## src/rtl/instruction_decoder_pkg.sv

```systemverilog
// rtl/instruction_decoder_pkg.sv - ISA field widths, positions and shared field types
package instruction_decoder_pkg;

  localparam int INSTR_W   = 16;
  localparam int OPCODE_W  = 5;
  localparam int REG_IDX_W = 3;
  localparam int IMM_W     = 8;

  localparam int OPCODE_MSB = 15;
  localparam int OPCODE_LSB = 11;
  localparam int RD_MSB     = 10;
  localparam int RD_LSB     = 8;
  localparam int RS_MSB     = 7;
  localparam int RS_LSB     = 5;
  localparam int K_MSB      = 7;
  localparam int K_LSB      = 0;

  typedef logic [OPCODE_W-1:0]  opcode_t;
  typedef logic [REG_IDX_W-1:0] reg_idx_t;
  typedef logic [IMM_W-1:0]     imm_t;
  typedef logic [INSTR_W-1:0]   instr_t;

  typedef struct packed {
    opcode_t  opcode;
    reg_idx_t rd;
    reg_idx_t rs;
    imm_t     k;
  } fields_t;

  // rs deliberately aliases the top bits of k; both come from the same word.
  function automatic fields_t decode_fields(input instr_t instr);
    fields_t f;
    f.opcode = instr[OPCODE_MSB:OPCODE_LSB];
    f.rd     = instr[RD_MSB:RD_LSB];
    f.rs     = instr[RS_MSB:RS_LSB];
    f.k      = instr[K_MSB:K_LSB];
    return f;
  endfunction

endpackage

```

## src/rtl/instruction_decoder.sv

```systemverilog
// rtl/instruction_decoder.sv - registered opcode/rd/rs/k field extraction
module instruction_decoder
  import instruction_decoder_pkg::*;
(
  input  logic                 clk,
  input  logic                 rst,
  input  logic [INSTR_W-1:0]   instruction,
  output logic [OPCODE_W-1:0]  opcode,
  output logic [REG_IDX_W-1:0] rd,
  output logic [REG_IDX_W-1:0] rs,
  output logic [IMM_W-1:0]     k
);

  fields_t fields_d;
  fields_t fields_q;

  always_comb begin
    fields_d = decode_fields(instruction);
  end

  // Reset wins over capture so an in-flight word is dropped.
  always_ff @(posedge clk) begin
    if (rst) begin
      fields_q <= '0;
    end else begin
      fields_q <= fields_d;
    end
  end

  assign opcode = fields_q.opcode;
  assign rd     = fields_q.rd;
  assign rs     = fields_q.rs;
  assign k      = fields_q.k;

endmodule

```

## config.mk

```make
export PLATFORM = sky130hd
export DESIGN_NAME = instruction_decoder
export DESIGN_NICKNAME = d
export VERILOG_FILES = /design/src/rtl/instruction_decoder_pkg.sv /design/src/rtl/instruction_decoder.sv
export SDC_FILE = /design/constraint.sdc
export NUM_CORES = 1
export LEC_CHECK = 0
export CAP_MARGIN = 0
export CORE_MARGIN = 1
export CORE_UTILIZATION = 33
export CTS_CLUSTER_DIAMETER = 80
export DETAILED_ROUTE_END_ITERATION = 10
export PLACE_DENSITY = 0.79
export SLEW_MARGIN = 30
export SYNTH_ARGS = -nofsm -noshare
export SYNTH_HDL_FRONTEND = slang
export SYNTH_SLANG_ARGS = --single-unit
```

## constraint.sdc

```tcl
create_clock -name clk -period 1.2 [get_ports clk]
set_input_delay 0.24 -clock clk [delete_from_list [all_inputs] [get_ports clk]]
set_output_delay 0.24 -clock clk [all_outputs]
set_load 0.1 [all_outputs]
```

==> flow_metrics.env <==
export IMPL_multi_input_area_um2=132.6
export IMPL_viasPerCell=4.079
export IMPL_ctsHoldBuffers=0
export IMPL_p_sw_uw=458.6
export IMPL_min_period_over_period_pct=89.49
export IMPL_post_cts_buffers=0
export IMPL_vdd_drop_max_uv=823.8
export IMPL_outcome="finished clean"
export IMPL_post_route_drc_count=0
export IMPL_ys_warn_count=0
export IMPL_synthTopCellsByArea="dfxtp_1, nor2b_2, and2b_2"
export IMPL_coreArea_um2=1334
export IMPL_ant_nets=0
export IMPL_p_clk_share_pct=20.3
export IMPL_end_kind="primary output"
export IMPL_seqCellArea_um2=331.6
export IMPL_vias=363
export IMPL_arrival_ps=830
export IMPL_cts_max_path_buffers=2
export IMPL_drtIter0Drc=1
export IMPL_synth_seq_area_share_pct=65.81
export IMPL_cp_start_kind="register"
export IMPL_cts_sinks=16
export IMPL_seq_power_share_pct=43.8
export IMPL_final_area_um2=1075
export IMPL_syn_area_per_cell_um2=13.52
export IMPL_synth_cells=36
export IMPL_layout_setup_ws_ps=126.1
export IMPL_slowest_stage="dfxtp_1"
export IMPL_crit_buf_inv=1
export IMPL_dieArea_um2=1633
export IMPL_hold_class="in -> reg"
export IMPL_cts_tree="done"
export IMPL_slowest_delay_ps=370
export IMPL_synth_seq_cells=16
export IMPL_rsz0062_at_grt="no"
export IMPL_p_comb_share_pct=36.0
export IMPL_totalWireLength_mm=1.083
export IMPL_p_leak_uw=0.0004521
export IMPL_clock_root_buffer="clkbuf_4"
export IMPL_fin_nets=93
export IMPL_grt_pass1_vias=348
export IMPL_initial_core_util_pct=36.49
export IMPL_path_max_fanout=1
export IMPL_crit_family="flip-flops"
export IMPL_cts_htree_levels=1
export IMPL_cts_resized=0
export IMPL_startpoint="rd[0]"
export IMPL_internal_power_uw=875.5
export IMPL_drv_slew=0
export IMPL_drv_cap=0
export IMPL_grt_max_degree=10
export IMPL_min_delay_start="instruction[8]"
export IMPL_pin_count=37
export IMPL_netlist_area_um2=486.7
export IMPL_switching_share_pct=34.37
export IMPL_wire_per_inst_um=12.17
export IMPL_grt_util_all_layers_pct=16.06
export IMPL_synth_cell_types=6
export IMPL_drtPass1Iterations=4
export IMPL_diodes=0
export IMPL_yosys_area_top_type_share_pct=65.81
export IMPL_crit_type="reg -> out"
export IMPL_hold_viol=0
export IMPL_std_cell_rows=13
export IMPL_fp_dieH_um=40.41
export IMPL_required_ps=960
export IMPL_cts_buffers_inserted=3
export IMPL_syn_nets=54
export IMPL_place_hpwl_um=878.9
export IMPL_die_w_um=40.41
export IMPL_grt_first_pass_wirelength_mm=1.573
export IMPL_worst_pin_slew_ps=221.5
export IMPL_place_area_um2=1049
export IMPL_antenna_found_initial=0
export IMPL_n_fill_cell=87
export IMPL_clk_pin_slew_ps=90
export IMPL_gp_congestion=0.5560
export IMPL_slew_headroom_pct=85.19
export IMPL_min_period_ps=1074
export IMPL_io_buffers=36
export IMPL_post_route_util_pct=80.58
export IMPL_cp_cell_sequence="buf_12"
export IMPL_dp_slack_ps=-26.64
export IMPL_drive_above_1_share_pct=54.05
export IMPL_areaGrowthSynthToFinish_pct=120.8
export IMPL_finalSetupViolCount=0
export IMPL_fmax_ghz=0.9312
export IMPL_power_density_nw_per_um2=1241
export IMPL_synth_top_cell_by_area="dfxtp_1"
export IMPL_grt_overflow_total=0
-- layout by cell type, fill, tap and decap left out, drive strengths merged --
cell / n
and2b: 6
clkbuf: 3
clkinv: 1
dfxtp: 16
clkdlybuf4s50: 17
buf: 21
nor2b: 10
-- synthesized netlist by cell type --
master,instances
and2b_2,6
buf_4,3
buf_6,1
dfxtp_1,16
nor2b_1,3
nor2b_2,7
-- cells by family after synthesis --
family                 synth area share (%)
and+or+nand+nor                       27.25
DFF                                   65.81
buffers and inverters                 6.940
-- area by class of cell --
class	instances	share of cell area, %
multi-input combinational	16	12.34
clock buffer	3	2.095
clock inverter	1	0.3492
timing repair buffer	38	52.62
tap	15	1.746
sequential	16	30.85
-- sequential cells by signal (all words and copies together) (netlist names) --
name / cells
k: 5
rs: 3
opcode: 5
rd: 3
-- power by group through the flow --
stage	sequential, uW	clock [uW]	combinational (uW)
detailed placement	597	0	481
global placement	596	0	477
global route	587	314	494
CTS	585	282	483
finish	584	270	480
floorplan	786	0	79.9
-- through the flow --
step                hold slack (ps)  setup TNS [ps]  std cells  power, uW
floorplan                     366.8               0         36      866.2
global placement              706.5               0         85       1073
detailed placement            706.7          -112.2         85       1078
CTS                           519.4               0         89       1349
global route                  515.1               0         89       1395
finish                        524.5               0         89       1334
-- path summary, 6_finish.rpt --
kind | end | cells past startpoint | slack [ps]
max | rd[0] | 1 | 130
min | rd[0] | 2 | 520
-- metal layers --
layer / GRT usage, % / vias up / part of all wire [%]
met5: 0 / - / 0
met4: 12.50 / 0 / 0
met3: 4.444 / 0 / 6.9
met2: 29.76 / 21 / 61
met1: 14.19 / 160 / 32
li1: - / 182 / -
Note: power is estimated with default switching activity, not from simulation.
==> patch 1 (same flow settings) <==
Add an input register stage for `instruction`, without a reset; this delays it by one clock.
--- a/src/rtl/instruction_decoder.sv
+++ b/src/rtl/instruction_decoder.sv
@@ -11,11 +11,17 @@
   output logic [IMM_W-1:0]     k
 );
 
+  logic [INSTR_W-1:0] instruction_q;
+
+  always_ff @(posedge clk) begin
+    instruction_q <= instruction;
+  end
+
   fields_t fields_d;
   fields_t fields_q;
 
   always_comb begin
-    fields_d = decode_fields(instruction);
+    fields_d = decode_fields(instruction_q);
   end
 
   // Reset wins over capture so an in-flight word is dropped.
Behaviour: not the same (Yosys sat finds a counterexample within 4 cycles, from zero or initial values and one cycle with rst high).
==> patch 1 against the unedited design <==
- sequential cell count rose by 16
- sequential power increased by 97%
- synthesized cell count is 44% higher
- routed wire length up 42%
- first-iteration DRC count rose by 100%
- via count up 34%
- cell area rose by 33%
- total power rose by 62%
- worst setup slack lost 54 ps
- sequential share of layout area increased by 15 points
- synthesized area up 66%
==> patch 1: results (changes against the unedited design) <==
Critical path
  – Critical Path End: opcode[0]
  – RR Endpoint: k[1]
  – Worst endpoint data arrival time: 890 ps (+60 ps)
  – Reg2reg start: instruction_q[1]
  – Critical Path Fanout Max: 1 (unchanged)
  – Worst Reg-to-Reg Cells: 1
  – CP delay by family, top: flip-flops
  – Max incr delay on CP: 380 ps
  – Worst reg2reg setup slack: 610 ps
  – Crit path max-delay cell type: dfxtp_1
  – CP Launch Point: opcode[0]

Detailed routing
  – First-pass DRT Iterations: 2 (-2)
  – DR DRC count: 0 (unchanged)
  – Post-DR vias/cell: 4.02 (-1.5%)
  – Wire per inst: 12.7 um (+4.2%)
  – Drt total wl: 1530 um (+42%)
  – DR iter-0 viols: 2 (+1)

Yosys
  – Register area share after synthesis: 79.4% (+14 points)
  – Asr flop ratio synth: 0% (unchanged)
  – Syn Nets: 70 (+30%)
  – Distinct cells, synth: 6 (unchanged)
  – Commonest cells post-synth: dfxtp_1 (32), nor2b_2 (7), and2b_2 (6)
  – Syn_area_per_cell: 15.5 um^2 (+15%)
  – YS warnings: 0 (unchanged)
  – Largest cells by area after synthesis: dfxtp_1 (79%), nor2b_2 (7.6%), and2b_2 (6.5%)

Run status
  – Outcome: complete, no violations

Global route
  – Number of global-route vias before repair: 502 (+44%)
  – All-Layer GR Usage: 13.8% (-2.3 points)
  – Largest net degree at the start of global routing: 11 (+1)
  – First-pass GRT wire length: 2320 um (+47%)
  – Initial antenna violation count: 0 (unchanged)

Clocking
  – Post-CTS Resized: 0 (unchanged)
  – Reg clk slew, reported paths: 80 ps
  – H-tree Lvls: 2 (+1)
  – Maximum clock path buffer count: 2 (unchanged)
  – CTS buffer count: 5 (+2)
  – Clk Latency, worst-skew pair: 310 ps
  – CTS Root Cell: clkbuf_4
  – Post-CTS Setup Repair Bufs: 0 (unchanged)

Finish
  – Max FFs per register: 16
  – Ratio of cells with drive above 1 in the final layout: 44.1% (-10 points)
  – Antenna diodes: 0 (unchanged)
  – Fin nets: 110 (+18%)
  – P&R area growth vs syn: 76.7%
  – Top reg by flops: instruction_q

Placed design
  – IO Port Bufs: 36 (unchanged)
  – Placed cell area: 0.00138 mm^2 (+31%)
  – Dpl hpwl: 1230 um (+39%)
  – GP Congestion: 0.622 (+12%)

Timing
  – Skew final: 2.25 ps
  – Slew @ Worst Pin: 200 ps (-21.9 ps)

Pwr
  – Leak: 0.594 nW (+31%)
  – Max VDD drop: 800 uV (-2.9%)

Worst hold path
  – HP Class: primary input to flip-flop
patch 1: changes by cell type after synthesis:
cell / change
dfxtp_1: +16
patch 1: power breakdown:
part	internal (mW)	switching (mW)
combinational	0.196	0.284
sequential	1.12	0.0347
clock	0.225	0.302
patch 1: final cells by class:
type	count	area (um^2)
flip-flops and latches	32	652
clock buffers	7	45.0
well taps	28	35.0
repair buffers	37	558
clock inverters	1	3.75
fillers	187	828
multi-input cells	16	133
patch 1: kinds of logic after synthesis:
kind of cell	Yosys count	synth area share [%]
buf+inv	4	4.19
flops	32	79.4
simple gates	16	16.4
patch 1: per-layer routing:
layer	part of all wire, %	vias to the layer above	routed length (um)	global-route usage [%]
li1	-	232	-	-
met1	27	227	408	10.0
met2	65	23	998	26.6
met3	6.6	4	101	7.74
met4	1.6	0	25	8.11
met5	0	-	0	0
patch 1: through the flow:
step                utilization, %  setup slack [ps]  power, mW
floorplan                        -              51.0       1.44
global placement              61.1             -4.81       1.65
detailed placement            61.1             -42.5       1.66
CTS                           63.3              44.0       2.18
global route                  63.3              7.95       2.27
finish                        63.3              72.5       2.16
patch 1: worst min-delay path by stage:
stage / start / endpoint / slack (ps) / depth (start not counted)
final: instruction[15] / instruction_q[15] / 360 / 1
after global routing: instruction[2] / instruction_q[2] / 330 / 1
after CTS: instruction[10] / instruction_q[10] / 350 / 1
after detailed placement: instruction_q[6] / rs[1] / 420 / 1
after global placement: instruction_q[14] / opcode[3] / 420 / 1
after floorplan: instruction[0] / instruction_q[0] / 270 / 0
==> patch 2 (config.mk and constraints unchanged) <==
Made on the original files. Put a register stage on the output `rd`. The value now appears one clock later. The other outputs are not delayed to match. Comments in the files are not updated.
--- a/src/rtl/instruction_decoder.sv
+++ b/src/rtl/instruction_decoder.sv
@@ -10,6 +10,8 @@
   output logic [REG_IDX_W-1:0] rs,
   output logic [IMM_W-1:0]     k
 );
+
+  logic [REG_IDX_W-1:0] rd_d;
 
   fields_t fields_d;
   fields_t fields_q;
@@ -28,9 +30,13 @@
   end
 
   assign opcode = fields_q.opcode;
-  assign rd     = fields_q.rd;
+  assign rd_d   = fields_q.rd;
   assign rs     = fields_q.rs;
   assign k      = fields_q.k;
 
+  always_ff @(posedge clk) begin
+    rd <= rd_d;
+  end
+
 endmodule
 
Function: changed (Yosys sat finds a counterexample within 4 cycles, from zero or initial values and one cycle with rst high).
==> patch 2 against the unedited design <==
- die area grew 12%
- cell area grew 5.7%
- routed wire length shrank 0.92%
- count of clock-buffer cells in the layout grew 1
- worst setup slack lost 22 ps
- sequential cell count grew 3
- total power grew 11%
- via count grew 6.1%
- cell count grew 4.5%
- critical path depth is the same
- synthesized cell count grew 8.3%
- synthesized area grew 12%
==> patch 2: results (changes against the unedited design) <==
Pwr
  – Leak: 0.477 nW (+5.4%)
  – Max VDD drop: 874 uV (+6.1%)
  – Sw Share: 33.1% (-1.3 points)

Detailed routing
  – Vias after detailed routing: 385 (+6.1%)
  – Wire per inst: 11.5 um (-5.2%)
  – First-pass DRT Iterations: 6 (+2)
  – DR iter-0 viols: 3 (+2)

Global route
  – All-Layer GR Usage: 14.3% (-1.7 points)
  – Largest net degree at the start of global routing: 11 (+1)
  – First-pass GRT wire length: 1720 um (+9.2%)
  – Number of global-route vias before repair: 368 (+5.7%)

Finish
  – Fin nets: 96 (+3.2%)
  – Ratio of cells with drive above 1 in the final layout: 51.9% (-2.1 points)
  – Antenna diodes: 0 (unchanged)
  – Fillcell total: 92 (+5.7%)

Worst hold path
  – HP Class: flip-flop to flip-flop
  – Hold Startpoint: rd_d[2]
  – Worst Hold Depth: 0 (-2)
  – Hold path endpoint: rd[2]

Yosys
  – Syn Nets: 57 (+5.6%)
  – Most frequent cell after synthesis: dfxtp_1
  – Register area share after synthesis: 69.6% (+3.8 points)
  – Largest cells by area after synthesis: dfxtp_1 (70%), nor2b_2 (11%), and2b_2 (9.6%)
  – Commonest cells post-synth: dfxtp_1 (19), nor2b_2 (7), and2b_2 (6)

Timing
  – Slew @ Worst Pin: 234 ps (+12.4 ps)
  – Worst Hold Slack: 337 ps (-188 ps)

Critical path
  – Worst endpoint data arrival time: 860 ps (+30 ps)
  – Worst reg2reg setup slack: 790 ps
  – RR Endpoint: rd[0]
  – CP delay by family, top: flip-flops
  – Critical Path Fanout Max: 1 (unchanged)
  – Worst Reg-to-Reg Cells: 0

Placed design
  – IO Port Bufs: 36 (unchanged)
  – Dpl hpwl: 881 um (+0.28%)
  – GP Congestion: 0.605 (+8.8%)

Clocking
  – Maximum clock path buffer count: 2 (unchanged)

Run status
  – Outcome: complete, no violations
[patch 2: worst max path at each step]
| stage | startpoint | to | slack (ps) | cells past startpoint |
|---|---|---|---|---|
| 6_report | opcode[4] | opcode[4] | 100 | 1 |
| 5_1_grt | rd[0] | rd[0] | 60 | 1 |
| 4_1_cts | rd[0] | rd[0] | 90 | 1 |
| 3_5_place_dp | rst | rd_d[1] | -10 | 3 |
| 3_3_place_gp | rst | rd_d[1] | 40 | 3 |
| 2_1_floorplan | k[0] | k[0] | 50 | 0 |
[patch 2: layer usage]
| metal | global-route usage [%] | vias to the layer above | routed length [um] |
|---|---|---|---|
| li1 | - | 191 | - |
| met1 | 14.1 | 170 | 394 |
| met4 | 15.0 | 0 | 52 |
| met2 | 21.8 | 20 | 571 |
| met3 | 5.53 | 4 | 55 |
| met5 | 0 | - | 0 |
[patch 2: power groups by stage]
stage | Sequential (mW) | Combinational [mW] | Clock [mW]
final | 0.690 | 0.479 | 0.311
after global routing | 0.694 | 0.491 | 0.353
after CTS | 0.691 | 0.482 | 0.326
after detailed placement | 0.706 | 0.481 | 0
after global placement | 0.704 | 0.477 | 0
after floorplan | 0.894 | 0.0799 | 0
[patch 2: stage by stage]
stage	instances	setup WS, ps	total power, mW	util [%]	instance area (um^2)
CTS	93	87.1	1.50	74.5	1140
global placement	89	38.8	1.18	72.8	1110
floorplan	39	51.0	0.974	-	558
detailed placement	89	-9.85	1.19	72.8	1110
finish	93	104	1.48	74.5	1140
global route	93	60.0	1.54	74.5	1140
[patch 2: kinds of logic after synthesis]
logic type    after synthesis  synth area share [%]
simple gates               16                  24.3
buf+inv                     4                  6.18
flops                      19                  69.6
[patch 2: area by class of cell]
| cell class | count | area [um^2] | area share [%] |
|---|---|---|---|
| tap | 16 | 20.0 | 1.76 |
| timing repair buffer | 38 | 566 | 49.8 |
| clock buffer | 4 | 26.3 | 2.31 |
| multi-input combinational | 16 | 133 | 11.7 |
| sequential | 19 | 392 | 34.5 |
